### config.mk
export PLATFORM = sky130hd
export DESIGN_NAME = run_perf_unit_flat
export DESIGN_NICKNAME = d
export VERILOG_FILES = /design/src/rtl/run_perf_unit_if.sv /design/src/rtl/run_perf_unit.sv /design/src/flat_wrapper.sv
export SDC_FILE = /design/constraint.sdc
export NUM_CORES = 1
export LEC_CHECK = 0
export CORE_UTILIZATION = 55
export DETAILED_ROUTE_END_ITERATION = 16
export DONT_BUFFER_PORTS = 1
export PLACE_DENSITY = 0.78
export SYNTH_ARGS = -nofsm -noshare
export SYNTH_HDL_FRONTEND = slang
export SYNTH_SLANG_ARGS = --single-unit
### constraint.sdc
create_clock -name clk -period 3 [get_ports clk]
set_clock_uncertainty 0.2 [all_clocks]
set_input_delay 0.45 -clock clk [delete_from_list [all_inputs] [get_ports clk]]
set_output_delay 0.45 -clock clk [all_outputs]
set_load 0.03 [all_outputs]
### src/rtl/run_perf_unit_if.sv
// Run-control / event-statistics bus between the CPU top level and run_perf_unit.
// Master drives the control and event inputs; slave returns run, state and the readout.
interface run_perf_unit_if #(
   parameter int unsigned NUM_CH = 4,
   parameter int unsigned CNT_W  = 32,
   parameter int unsigned SEL_W  = 3
);
   logic              halt_req;
   logic              go;
   logic              step;
   logic [NUM_CH-1:0] ev;
   logic              clr;
   logic              freeze;
   logic [SEL_W-1:0]  sel;
   logic              run;
   logic [1:0]        state;
   logic [CNT_W-1:0]  rd_data;
   logic [NUM_CH-1:0] ovf;

   modport master (
      output halt_req, go, step, ev, clr, freeze, sel,
      input  run, state, rd_data, ovf
   );

   modport slave (
      input  halt_req, go, step, ev, clr, freeze, sel,
      output run, state, rd_data, ovf
   );
endinterface

### src/rtl/run_perf_unit.sv
// CPU run control (RUN/HALTED/STEP) plus NUM_CH event counters with wrap or
// saturate overflow, sticky overflow flags, freeze, clear and a registered readout.
module run_perf_unit #(
   parameter int unsigned NUM_CH   = 4,
   parameter int unsigned CNT_W    = 32,
   parameter int unsigned SEL_W    = 3,
   parameter int unsigned SATURATE = 0
) (
   input logic             clk,
   input logic             rst,
   run_perf_unit_if.slave  bus
);

   typedef enum logic [1:0] {
      ST_RUN    = 2'b00,
      ST_HALTED = 2'b01,
      ST_STEP   = 2'b10,
      ST_BAD    = 2'b11
   } state_t;

   state_t             state_q, state_d;
   logic               go_q, step_q;
   logic               go_rise, step_rise;
   logic               run_c;
   logic [CNT_W-1:0]   cnt_all [NUM_CH];
   logic [NUM_CH-1:0]  ovf_all;
   logic [CNT_W-1:0]   rd_q, rd_d;

   assign go_rise   = bus.go & ~go_q;
   assign step_rise = bus.step & ~step_q;

   // Edge-detect history and FSM state
   always_ff @(posedge clk or negedge rst) begin
      if (!rst) begin
         state_q <= ST_RUN;
         go_q    <= 1'b0;
         step_q  <= 1'b0;
      end else begin
         state_q <= state_d;
         go_q    <= bus.go;
         step_q  <= bus.step;
      end
   end

   // Next state and combinational CPU enable; go beats step when both rise together
   always_comb begin
      state_d = state_q;
      run_c   = 1'b0;
      case (state_q)
         ST_RUN: begin
            run_c = ~bus.halt_req | bus.go;
            if (bus.halt_req && !bus.go) state_d = ST_HALTED;
         end
         ST_HALTED: begin
            if (go_rise)        state_d = ST_RUN;
            else if (step_rise) state_d = ST_STEP;
         end
         ST_STEP: begin
            run_c   = 1'b1;
            state_d = ST_HALTED;
         end
         default: state_d = ST_RUN;
      endcase
   end

   for (genvar i = 0; i < NUM_CH; i++) begin : g_ch
      logic [CNT_W-1:0] cnt;
      logic             ovf;

      always_ff @(posedge clk or negedge rst) begin
         if (!rst) begin
            cnt <= '0;
            ovf <= 1'b0;
         end else if (bus.clr) begin
            cnt <= '0;
            ovf <= 1'b0;
         end else if (bus.freeze) begin
            cnt <= cnt;
         end else if (bus.ev[i]) begin
            if (&cnt) begin
               ovf <= 1'b1;
               if (SATURATE == 0) cnt <= '0;
            end else begin
               cnt <= cnt + CNT_W'(1);
            end
         end
      end

      assign cnt_all[i] = cnt;
      assign ovf_all[i] = ovf;
   end

   // Out-of-range selects fall through to zero
   always_comb begin
      rd_d = '0;
      for (int i = 0; i < NUM_CH; i++) begin
         if (bus.sel == SEL_W'(i)) rd_d = cnt_all[i];
      end
   end

   always_ff @(posedge clk or negedge rst) begin
      if (!rst) rd_q <= '0;
      else      rd_q <= rd_d;
   end

   assign bus.run     = run_c;
   assign bus.state   = state_q;
   assign bus.rd_data = rd_q;
   assign bus.ovf     = ovf_all;

endmodule
### src/flat_wrapper.sv
// flat-port wrapper written by rule: the top's interface ports become plain ports
module run_perf_unit_flat 
#(
   parameter int unsigned NUM_CH   = 4,
   parameter int unsigned CNT_W    = 32,
   parameter int unsigned SEL_W    = 3,
   parameter int unsigned SATURATE = 0
)
  (clk, rst, bus_halt_req, bus_go, bus_step, bus_ev, bus_clr, bus_freeze, bus_sel, bus_run, bus_state, bus_rd_data, bus_ovf);
  run_perf_unit_if #(.NUM_CH(NUM_CH), .CNT_W(CNT_W), .SEL_W(SEL_W)) bus_i ();
  input logic clk;
  input logic rst;
  input wire logic [$bits(bus_i.halt_req)-1:0] bus_halt_req;
  input wire logic [$bits(bus_i.go)-1:0] bus_go;
  input wire logic [$bits(bus_i.step)-1:0] bus_step;
  input wire logic [$bits(bus_i.ev)-1:0] bus_ev;
  input wire logic [$bits(bus_i.clr)-1:0] bus_clr;
  input wire logic [$bits(bus_i.freeze)-1:0] bus_freeze;
  input wire logic [$bits(bus_i.sel)-1:0] bus_sel;
  output wire logic [$bits(bus_i.run)-1:0] bus_run;
  output wire logic [$bits(bus_i.state)-1:0] bus_state;
  output wire logic [$bits(bus_i.rd_data)-1:0] bus_rd_data;
  output wire logic [$bits(bus_i.ovf)-1:0] bus_ovf;
  assign bus_i.halt_req = bus_halt_req;
  assign bus_i.go = bus_go;
  assign bus_i.step = bus_step;
  assign bus_i.ev = bus_ev;
  assign bus_i.clr = bus_clr;
  assign bus_i.freeze = bus_freeze;
  assign bus_i.sel = bus_sel;
  assign bus_run = bus_i.run;
  assign bus_state = bus_i.state;
  assign bus_rd_data = bus_i.rd_data;
  assign bus_ovf = bus_i.ovf;
  run_perf_unit #(.NUM_CH(NUM_CH), .CNT_W(CNT_W), .SEL_W(SEL_W), .SATURATE(SATURATE)) u_core (.clk(clk), .rst(rst), .bus(bus_i));
endmodule
After elaboration in Yosys (flattened, before gate mapping) --
Cells that the tools add are included.
Operators by class: add/subtract/negate cells 4, multiply operators 0, div/mod/pow operators 0, magnitude comparators 0, equality and inequality tests 8, shifts and indexed selects 0, multiplexer cells 41, bitwise logic cells 6, reductions and logical operators 25
Operators by type and width (number):
- two-way mux 32 bit | 20
- adder 32 x 1 -> 32 bit (second input constant) | 4
- AND reduction 32 bit | 4
- two-way mux 1 bit | 16
- nonzero test 2 bit | 8
- AND reduction 3 bit | 4
- AND reduction 2 bit | 5
- == test 3 x 2 -> 1 bit (second input constant) | 2
- two-way mux 2 bit | 3
- one-hot mux 2 bit (3 select lines) | 1
- == test 3 x 1 -> 1 bit (second input constant) | 1
- logical NOT 3 bit | 1
- != test 3 x 1 -> 1 bit (second input constant) | 1
- inverter 1 bit | 3
- AND 1 bit | 2
- == test 2 x 1 -> 1 bit (second input constant) | 1
- == test 2 bit (second input constant) | 1
- logical NOT 2 bit | 1
- != test 2 x 1 -> 1 bit (second input constant) | 1
- != test 2 bit (second input constant) | 1
- one-hot mux 1 bit (2 select lines) | 1
- logical AND 1 bit | 1
- logical NOT 1 bit | 1
- OR 1 bit | 1
Storage, ports and cells: flip-flop bits (word level) 168, latch bits 0, memory bits (writable) 0, memory bits (read-only) 0, input bits 14, output and inout bits 39, word-level logic and storage cells 96, memories 0

Depth between registers and ports, before layout --
Gate-level depths: netlist of the first run.
depth after elaboration 5, mapped depth 9, mapped depth without buffers 6

Worst setup path after synthesis of the first run --
OpenSTA, ideal clock, no wires.
path type input-to-reg, start point input port bus_freeze, end point register u_core.g_ch[0].cnt[25], setup time 0.077 ns, data arrival time 1.863 ns, setup slack 0.859 ns, cell stages on the path 5, path through nand2b_1 -> a2111oi_4 -> nand3_2 -> or3_1 -> a21oi_1
On the way: word-level cells in the longest chain between the ends 2
Ends and longest elaborated chain:
- from (decl) | line flat_wrapper.sv:18 | input wire logic [$bits(bus_i.freeze)-1:0] bus_freeze;
- != test 2 bit (no line)
- AND reduction 2 bit (no line)
- to (signal assigned) | line run_perf_unit.sv:78 | cnt <= cnt;
- to (signal assigned) | line run_perf_unit.sv:84 | cnt <= cnt + CNT_W'(1);
- to (decl) | line run_perf_unit.sv:67 | logic [CNT_W-1:0] cnt;
Every way passes these cells. A chain may end at the register's enable or synchronous reset.

Final worst setup path of the first run --
start point register u_core.g_ch[0].cnt[1], end point register u_core.g_ch[0].cnt[28]
On the way: word-level cells in the longest chain between the ends 5, elaborated cells between the ends (all ways) 6, classes of those cells add/sub (1); mux (4); reduce/logical (1)
Ends and longest elaborated chain:
- adder 32 x 1 -> 32 bit or AND reduction 32 bit (tied branches) | line run_perf_unit.sv:84, run_perf_unit.sv:80
- two-way mux 32 bit * | line run_perf_unit.sv:80 | if (&cnt) begin
- two-way mux 32 bit * | line run_perf_unit.sv:79 | end else if (bus.ev[i]) begin
- two-way mux 32 bit * | line run_perf_unit.sv:77 | end else if (bus.freeze) begin
- two-way mux 32 bit * | line run_perf_unit.sv:74 | end else if (bus.clr) begin
Every way passes the cells marked *; elsewhere a longest branch is shown, timed or not. The select of a mux whose other input is x is not followed.

==> impl_metrics.json, run 1 <==
{
  "cts_max_level": 4,
  "grt_setup_unrepaired": "false",
  "fill_cells": 1174,
  "remaining_drc_errors": 0,
  "peakVddDrop_mv": 0.445,
  "dp_worst_setup_slack_ns": 0.588,
  "cts_made_buffers": 17,
  "violations": "hold timing",
  "clock_path_buffers": 2,
  "slowest_delay_ns": 0.88,
  "critPathLaunch": "u_core.g_ch[0].cnt[1]$_DFFE_PN0P_",
  "cts.clk_slew.worst_paths_ns": 0.06,
  "cellLeakagePower_nw": 4.02,
  "placed_cell_area_mm2": 0.00868,
  "grt_pass1_vias": 6324,
  "via_per_inst": 6.28,
  "worst_slew_pin_slew_ns": 1.14,
  "multi_input_area_mm2": 0.00402,
  "die_x_um": 126,
  "dp_hpwl_um": 13900,
  "min_path_type": "in -> async",
  "maxSlewHeadroom": 0.237,
  "hold_viol_final": 168,
  "drtIter0Drc": 775,
  "clock_sink_count": 168,
  "async_reset_ff_frac": 1.00,
  "area_delta_synth_final_pct": 9.91,
  "yosysWarnings": 0,
  "critPathMaxFanout": 13,
  "gp_congestion": 0.848,
  "syn_area_per_cell_um2": 9.87,
  "cp_cell_sequence": "ha_1 > nand4_1 > a21oi_1 > nand4_1 > xor2_1 > nor2_1",
  "grt_pass1_wl_um": 33500,
  "worstPathArrival_ns": 2.57,
  "critPathTopFamily": "compound AO/OA/AOI/OAI gates",
  "cp_num_buf_inv": 0,
  "synthFlopType": "dfrtp_1",
  "r2r_setup_slack_ns": 0.53,
  "ys_seq_area_frac": 0.497,
  "cp.required_ns": 3.10,
  "drtPass1Iterations": 5,
  "fin_setup_tns_ns": 0,
  "gr-total-overflow": 0,
  "hold_ws_ns": -0.484,
  "crit_cells": 6,
  "row_count": 44,
  "fmaxAchievable_ghz": 0.405,
  "synth_edf_count": 0,
  "layoutNonFillerInstCount": 1055,
  "area.sequential_mm2": 0.00420,
  "r2r_end": "u_core.g_ch[0].cnt[28]$_DFFE_PN0P_",
  "place.port_buffers": 0,
  "rr_startpoint": "u_core.g_ch[0].cnt[1]$_DFFE_PN0P_",
  "syn_area_mm2": 0.00846,
  "antenna_found_initial": 0,
  "endpoint": "u_core.g_ch[0].cnt[28]$_DFFE_PN0P_",
  "nets": 878,
  "coreArea_mm2": 0.0148,
  "dieArea_mm2": 0.0159,
  "finalMaxSlewViolations": 0,
  "setup_viol": 0,
  "min_period_over_period": 0.822,
  "ant_nets": 0,
  "postCtsHoldBufs": 4,
  "diodes": 0,
  "start_util": 0.573,
  "post_cts_buffers": 0,
  "synthCells": 857,
  "worstRegToRegCells": 6,
  "fin_ws_ns": 0.533,
  "io_pins": 53,
  "critical_path_class": "reg -> reg",
  "syn_nets": 875,
  "die_y_um": 126,
  "placed_cells": 1021,
  "drive_gt1_frac": 0.0884,
  "wirelength_um": 20500,
  "cts_tree": "yes",
  "cp-end-kind": "flop",
  "p_per_area_mw_per_mm2": 493,
  "vias": 6621,
  "grtUsageTotal": 0.275,
  "cap_violations": 0,
  "slowest_stage": "a21oi_1",
  "crit_path_frequent_cell": "nand4_1",
  "clk_latency_ns": 0.43,
  "grt_max_degree": 169,
  "cts-root-buf": "clkbuf_16",
  "ys_seq_elements": 168,
  "final_cell_area_mm2": 0.00930,
  "wl_per_cell_um": 19.5,
  "status": "finished with violations",
  "synth_cell_types": 53,
  "cp-start-kind": "flop",
  "timing.final.crit_period_ns": 2.47
}
kinds of logic after synthesis:
group / after synthesis / share of synthesized area
and+or+nand+nor: 400 / 0.241
AOI/OAI and AO/OA: 119 / 0.101
muxes: 7 / 0.0172
DFF: 168 / 0.497
xor gates and xnor gates: 105 / 0.109
buffers and inverters: 54 / 0.0293
adders and majority gates: 4 / 0.00592
state kept, by name (all words and copies together), names as in the netlist:
signal              cells
u_core.g_ch.ovf         4
u_core.step_q           1
u_core.go_q             1
u_core.bus.rd_data     32
u_core.bus.state        2
u_core.g_ch.cnt       128
worst register-to-register path, delay by kind of cell, from the launching register on:
kind | cells | cell delay [ns]
simple gates | 3 | 0.39
fa+ha+maj | 1 | 0.24
xor+xnor | 1 | 0.19
flops | 1 | 0.43
compound gates | 1 | 0.88
cells in the final DEF, fill, tap and decap left out, types with 12 or more instances in the layout:
cell,Yosys,final
buf_4,7,22
a21oi_1,27,27
a22oi_1,53,53
and2_1,12,12
nand2_1,71,71
and3_1,13,13
xnor2_1,21,21
nand4_1,58,58
o21ai_0,14,14
or3_1,15,15
xor2_1,84,84
dfrtp_1,168,168
nor2_1,122,122
clkbuf_16,0,17
nand3_1,49,49
per-layer routing:
| layer | GRT usage | wire [um] | up-vias |
|---|---|---|---|
| met5 | 0 | 0 | - |
| met4 | 0.116 | 520 | 0 |
| met3 | 0.0544 | 1140 | 42 |
| met2 | 0.435 | 9830 | 230 |
| met1 | 0.372 | 9050 | 3305 |
| li1 | - | - | 3044 |
metrics by stage:
step | total power, mW | util
2_1_floorplan | 2.44 | -
3_3_place_gp | 2.46 | 0.589
3_5_place_dp | 2.46 | 0.589
4_1_cts | 4.61 | 0.630
5_1_grt | 4.72 | 0.630
6_report | 4.58 | 0.630
how the worst min path moves through the flow:
stage / end / slack [ns] / cells after the start
finish: u_core.go_q$_DFF_PN0_ / -0.48 / 0
global route: u_core.bus.state[1]$_DFFE_PN0P_ / -0.51 / 0
CTS: u_core.go_q$_DFF_PN0_ / -0.50 / 0
detailed placement: u_core.go_q$_DFF_PN0_ / -0.04 / 0
global placement: u_core.bus.state[1]$_DFFE_PN0P_ / -0.04 / 0
floorplan: u_core.bus.rd_data[0]$_DFF_PN0_ / -0.05 / 0
area by class of cell:
class	count	area share
well taps	184	0.0248
flip-flops and latches	168	0.452
clock inverters	9	0.0108
clock buffers	21	0.0506
multi-input cells	635	0.433
inverters	11	0.00444
repair buffers	27	0.0242
Yosys cell counts, types with 3 or more instances:
master     number  share of area
a21oi_1        27          0.016
a22oi_1        53          0.047
and2_1         12         0.0089
and3_1         13         0.0096
and4_1         10          0.010
buf_1           3         0.0013
buf_2          15         0.0089
buf_4           7         0.0062
clkbuf_1       18         0.0080
dfrtp_1       168           0.50
ha_1            4         0.0059
inv_1          10         0.0044
mux4_2          6          0.016
nand2_1        71          0.032
nand2b_1        4         0.0030
nand3_1        49          0.029
nand4_1        58          0.043
nand4b_1        4         0.0041
nor2_1        122          0.054
nor2b_1        10         0.0074
nor3_1         11         0.0065
nor3b_1         4         0.0036
nor4_1          4         0.0030
o2111ai_1       4         0.0041
o21a_1          3         0.0027
o21ai_0        14         0.0083
or3_1          15          0.011
xnor2_1        21          0.022
xor2_1         84          0.087
what timing repair did:
action / CTS / global route
gates resized for setup: 0 / 0
setup endpoints to repair: 0 / 0
hold endpoints to repair: 193 / 168
power breakdown:
part           internal (mW)  leakage [nW]  switching (mW)
Clock                   1.27         0.280           0.876
Sequential              2.28          2.34          0.0266
Combinational         0.0379          1.41          0.0876
Total                   3.59          4.02           0.990
(Power assumes the default switching activity.)
==> inputs of run 2 (changes only) <==
- ABC_AREA: unset -> 1
- PLACE_DENSITY: 0.78 -> 0.81
- clock period: 3 -> 2.05 ns (I/O delays scaled with it)
==> run 2 against run 1 <==
  * The flow finishes with violations (DRC, hold timing)
  * Core utilization is 0.29 points higher
  * Clock-buffer cell count fell by 2
  * Combinational power rose to 2.7 times the previous value
  * Sequential share of layout area fell by 6.7 points
  * Final cell count is 56% higher
  * Sequential power up 48%
  * First-iteration DRC count rose by 53%
  * Largest cell class is now multi-input gates
  * Power is 51% higher
  * Non-clock buffer count increased by 31
  * Synthesized cell count rose by 60%
  * Die area increased by 14%
  * Highest routed layer unchanged
==> impl_metrics.json, run 2 <==
{
  "status": "finished with violations",
  "violations": "DRC, hold timing",
  "wl_per_cell_um": 17.9,
  "area_delta_synth_final_pct": 12.5,
  "critPathLaunch": "bus_clr",
  "cts_made_buffers": 17,
  "syn_nets": 1389,
  "cp-end-kind": "flop",
  "dp_worst_setup_slack_ns": 0.0412,
  "coreArea_mm2": 0.0172,
  "cts_max_level": 4,
  "rr_startpoint": "u_core.g_ch[2].cnt[0]$_DFFE_PN0P_",
  "dp_hpwl_um": 21700,
  "vias": 9426,
  "layoutNonFillerInstCount": 1650,
  "grt_util_met1": 0.474,
  "clock_sink_count": 168,
  "setup_viol": 0,
  "worstPathArrival_ns": 2.15,
  "worstRegToRegCells": 9,
  "synth_commonest_cells": "nand2_1, nor2_1, dfrtp_1",
  "grt_pass1_wl_um": 45800,
  "syn_area_mm2": 0.00970,
  "yosysWarnings": 0,
  "synth_top_area_frac": 0.433,
  "synthFlopType": "dfrtp_1",
  "gp_congestion": 1.03,
  "gr-total-overflow": 0,
  "async_reset_ff_frac": 1.00,
  "cap_violations": 0,
  "r2r_setup_slack_ns": 0.08,
  "io_pins": 53,
  "mostFrequentLayoutCells": "nand2_1, nor2_1, dfrtp_1, inv_1, nand3_1",
  "critPathMaxFanout": 5,
  "peakVddDrop_mv": 0.658,
  "gr-usage-met2": 0.493,
  "diodes": 0,
  "endpoint": "u_core.g_ch[2].cnt[20]$_DFFE_PN0P_",
  "nets": 1430,
  "hold_viol_final": 168,
  "synthCells": 1371,
  "cp.required_ns": 2.23,
  "clk_latency_ns": 0.45,
  "finalMaxSlewViolations": 0,
  "placed_cells": 1605,
  "via_per_inst": 5.71,
  "fin_ws_ns": 0.0765,
  "fin_setup_tns_ns": 0,
  "slowest_delay_ns": 0.86,
  "antenna_found_initial": 0,
  "cp_cell_sequence": "dlygate4sd3_1 > a21oi_1 > nor2_4 > nand2_2 > nor2_4 > nand2_1 > nand2_1 > nand2_1 > nor2_1",
  "dieArea_mm2": 0.0182,
  "ys_seq_elements": 168,
  "crit_path_frequent_cell": "nand2_1",
  "top_register": "u_core.g_ch.cnt",
  "slowest_stage": "dlygate4sd3_1",
  "min_period_over_period": 0.963,
  "clock_path_buffers": 2,
  "wirelength_um": 29500,
  "maxSlewHeadroom": 0.558,
  "die_y_um": 135,
  "syn_area_per_cell_um2": 7.07,
  "grtUsageTotal": 0.334,
  "largest_reg_flops": 128,
  "synth_edf_count": 0,
  "grt_setup_unrepaired": "true",
  "critical_path_class": "in -> reg",
  "row_count": 48,
  "cp-start-kind": "input port",
  "p_per_area_mw_per_mm2": 635,
  "ys_seq_area_frac": 0.433,
  "fmaxAchievable_ghz": 0.507,
  "fill_cells": 1529,
  "gr-max-usage-layer": "met2",
  "drtPass1Iterations": 14,
  "synth_cell_types": 38,
  "r2r_end": "u_core.g_ch[2].cnt[16]$_DFFE_PN0P_",
  "yosysMostFrequentCell": "nand2_1",
  "place.port_buffers": 0,
  "ant_nets": 0,
  "start_util": 0.563,
  "met3_usage": 0.0589,
  "hold_ws_ns": -0.647,
  "postCtsHoldBufs": 6,
  "yosys.area.top_type": "dfrtp_1",
  "cts.clk_slew.worst_paths_ns": 0.07,
  "timing.final.crit_period_ns": 1.97,
  "die_x_um": 135,
  "remaining_drc_errors": 1,
  "worst_slew_pin_slew_ns": 0.661,
  "drive_gt1_frac": 0.0905,
  "mostFrequentLayoutCell": "nand2_1",
  "drtIter0Drc": 1185,
  "min_path_type": "in -> async",
  "cts-root-buf": "clkbuf_16",
  "grt_pass1_vias": 8606,
  "final_util": 0.633,
  "grt_max_degree": 169,
  "ys_top_cells_by_area": "dfrtp_1, nand2_1, nor2_1",
  "cts_tree": "yes",
  "cellLeakagePower_nw": 4.69
}
-- run 2: cell types whose count changed in the layout (fill, tap and decap cells not counted), moves of 15 or more --
cell	previous run	this run
a22oi_1	53	0
a31oi_1	1	20
buf_4	22	45
inv_1	10	167
nand2_1	71	351
nand3_1	49	103
nand4_1	58	27
nor2_1	122	274
nor2_2	1	16
o21ai_0	14	44
o22ai_1	1	17
or3_1	15	0
xnor2_1	21	5
xor2_1	84	46
-- run 2: cells by family (layout without fill, tap and decap cells) --
| logic type | count (synthesis) | count (layout) | synth area share |
|---|---|---|---|
| xor+xnor | 51 | 51 | 0.0461 |
| simple gates | 821 | 821 | 0.354 |
| flops | 168 | 168 | 0.433 |
| compound gates | 117 | 117 | 0.0729 |
| fa+ha+maj | 4 | 4 | 0.00516 |
| buf+inv | 210 | 264 | 0.0889 |
-- run 2: power breakdown --
group          internal [mW]  leakage [nW]  total, mW  switching, mW
Combinational          0.112          2.08      0.338          0.226
Sequential              3.35          2.33       3.42         0.0734
Clock                   1.71         0.273       3.17           1.46
-- run 2: per-stage QoR --
stage	total power [mW]	area [um2]
after floorplan	3.69	9700
after global placement	3.77	10100
after detailed placement	3.77	10100
after CTS	6.90	10800
after global routing	7.09	10900
final	6.93	10900
-- run 2: routing by layer --
| layer | up-vias | wire [um] |
|---|---|---|
| li1 | 4416 | - |
| met1 | 4468 | 12600 |
| met2 | 465 | 13000 |
| met3 | 77 | 2710 |
| met4 | 0 | 1250 |
| met5 | - | 0 |
-- run 2: worst min path at each step --
stage	end	slack, ns	startpoint
after floorplan	u_core.bus.rd_data[0]$_DFF_PN0_	-0.19	rst
after global placement	u_core.step_q$_DFF_PN0_	-0.19	rst
after detailed placement	u_core.step_q$_DFF_PN0_	-0.18	rst
after CTS	u_core.step_q$_DFF_PN0_	-0.65	rst
after global routing	u_core.bus.state[1]$_DFFE_PN0P_	-0.65	rst
final	u_core.step_q$_DFF_PN0_	-0.65	rst
-- run 2: critical path: cells and delay by family --
family	cells	cell delay, ns
AND/OR/NAND/NOR	7	0.78
AO/OA/AOI/OAI	1	0.20
buffers and inverters	1	0.86
-- run 2: cell type report --
class	instances	area, um2	area share
multi-input combinational	993	4690	0.430
sequential	168	4200	0.385
inverter	174	653	0.0599
timing repair buffer	58	512	0.0469
clock buffer	19	433	0.0397
tap	225	282	0.0258
clock inverter	13	134	0.0123
-- run 2: what timing repair did --
item,4_1_cts,5_1_grt
gates resized for setup,0,20
buffers inserted,0,6
endpoints found under the hold margin,190,168
setup endpoints to repair,0,97
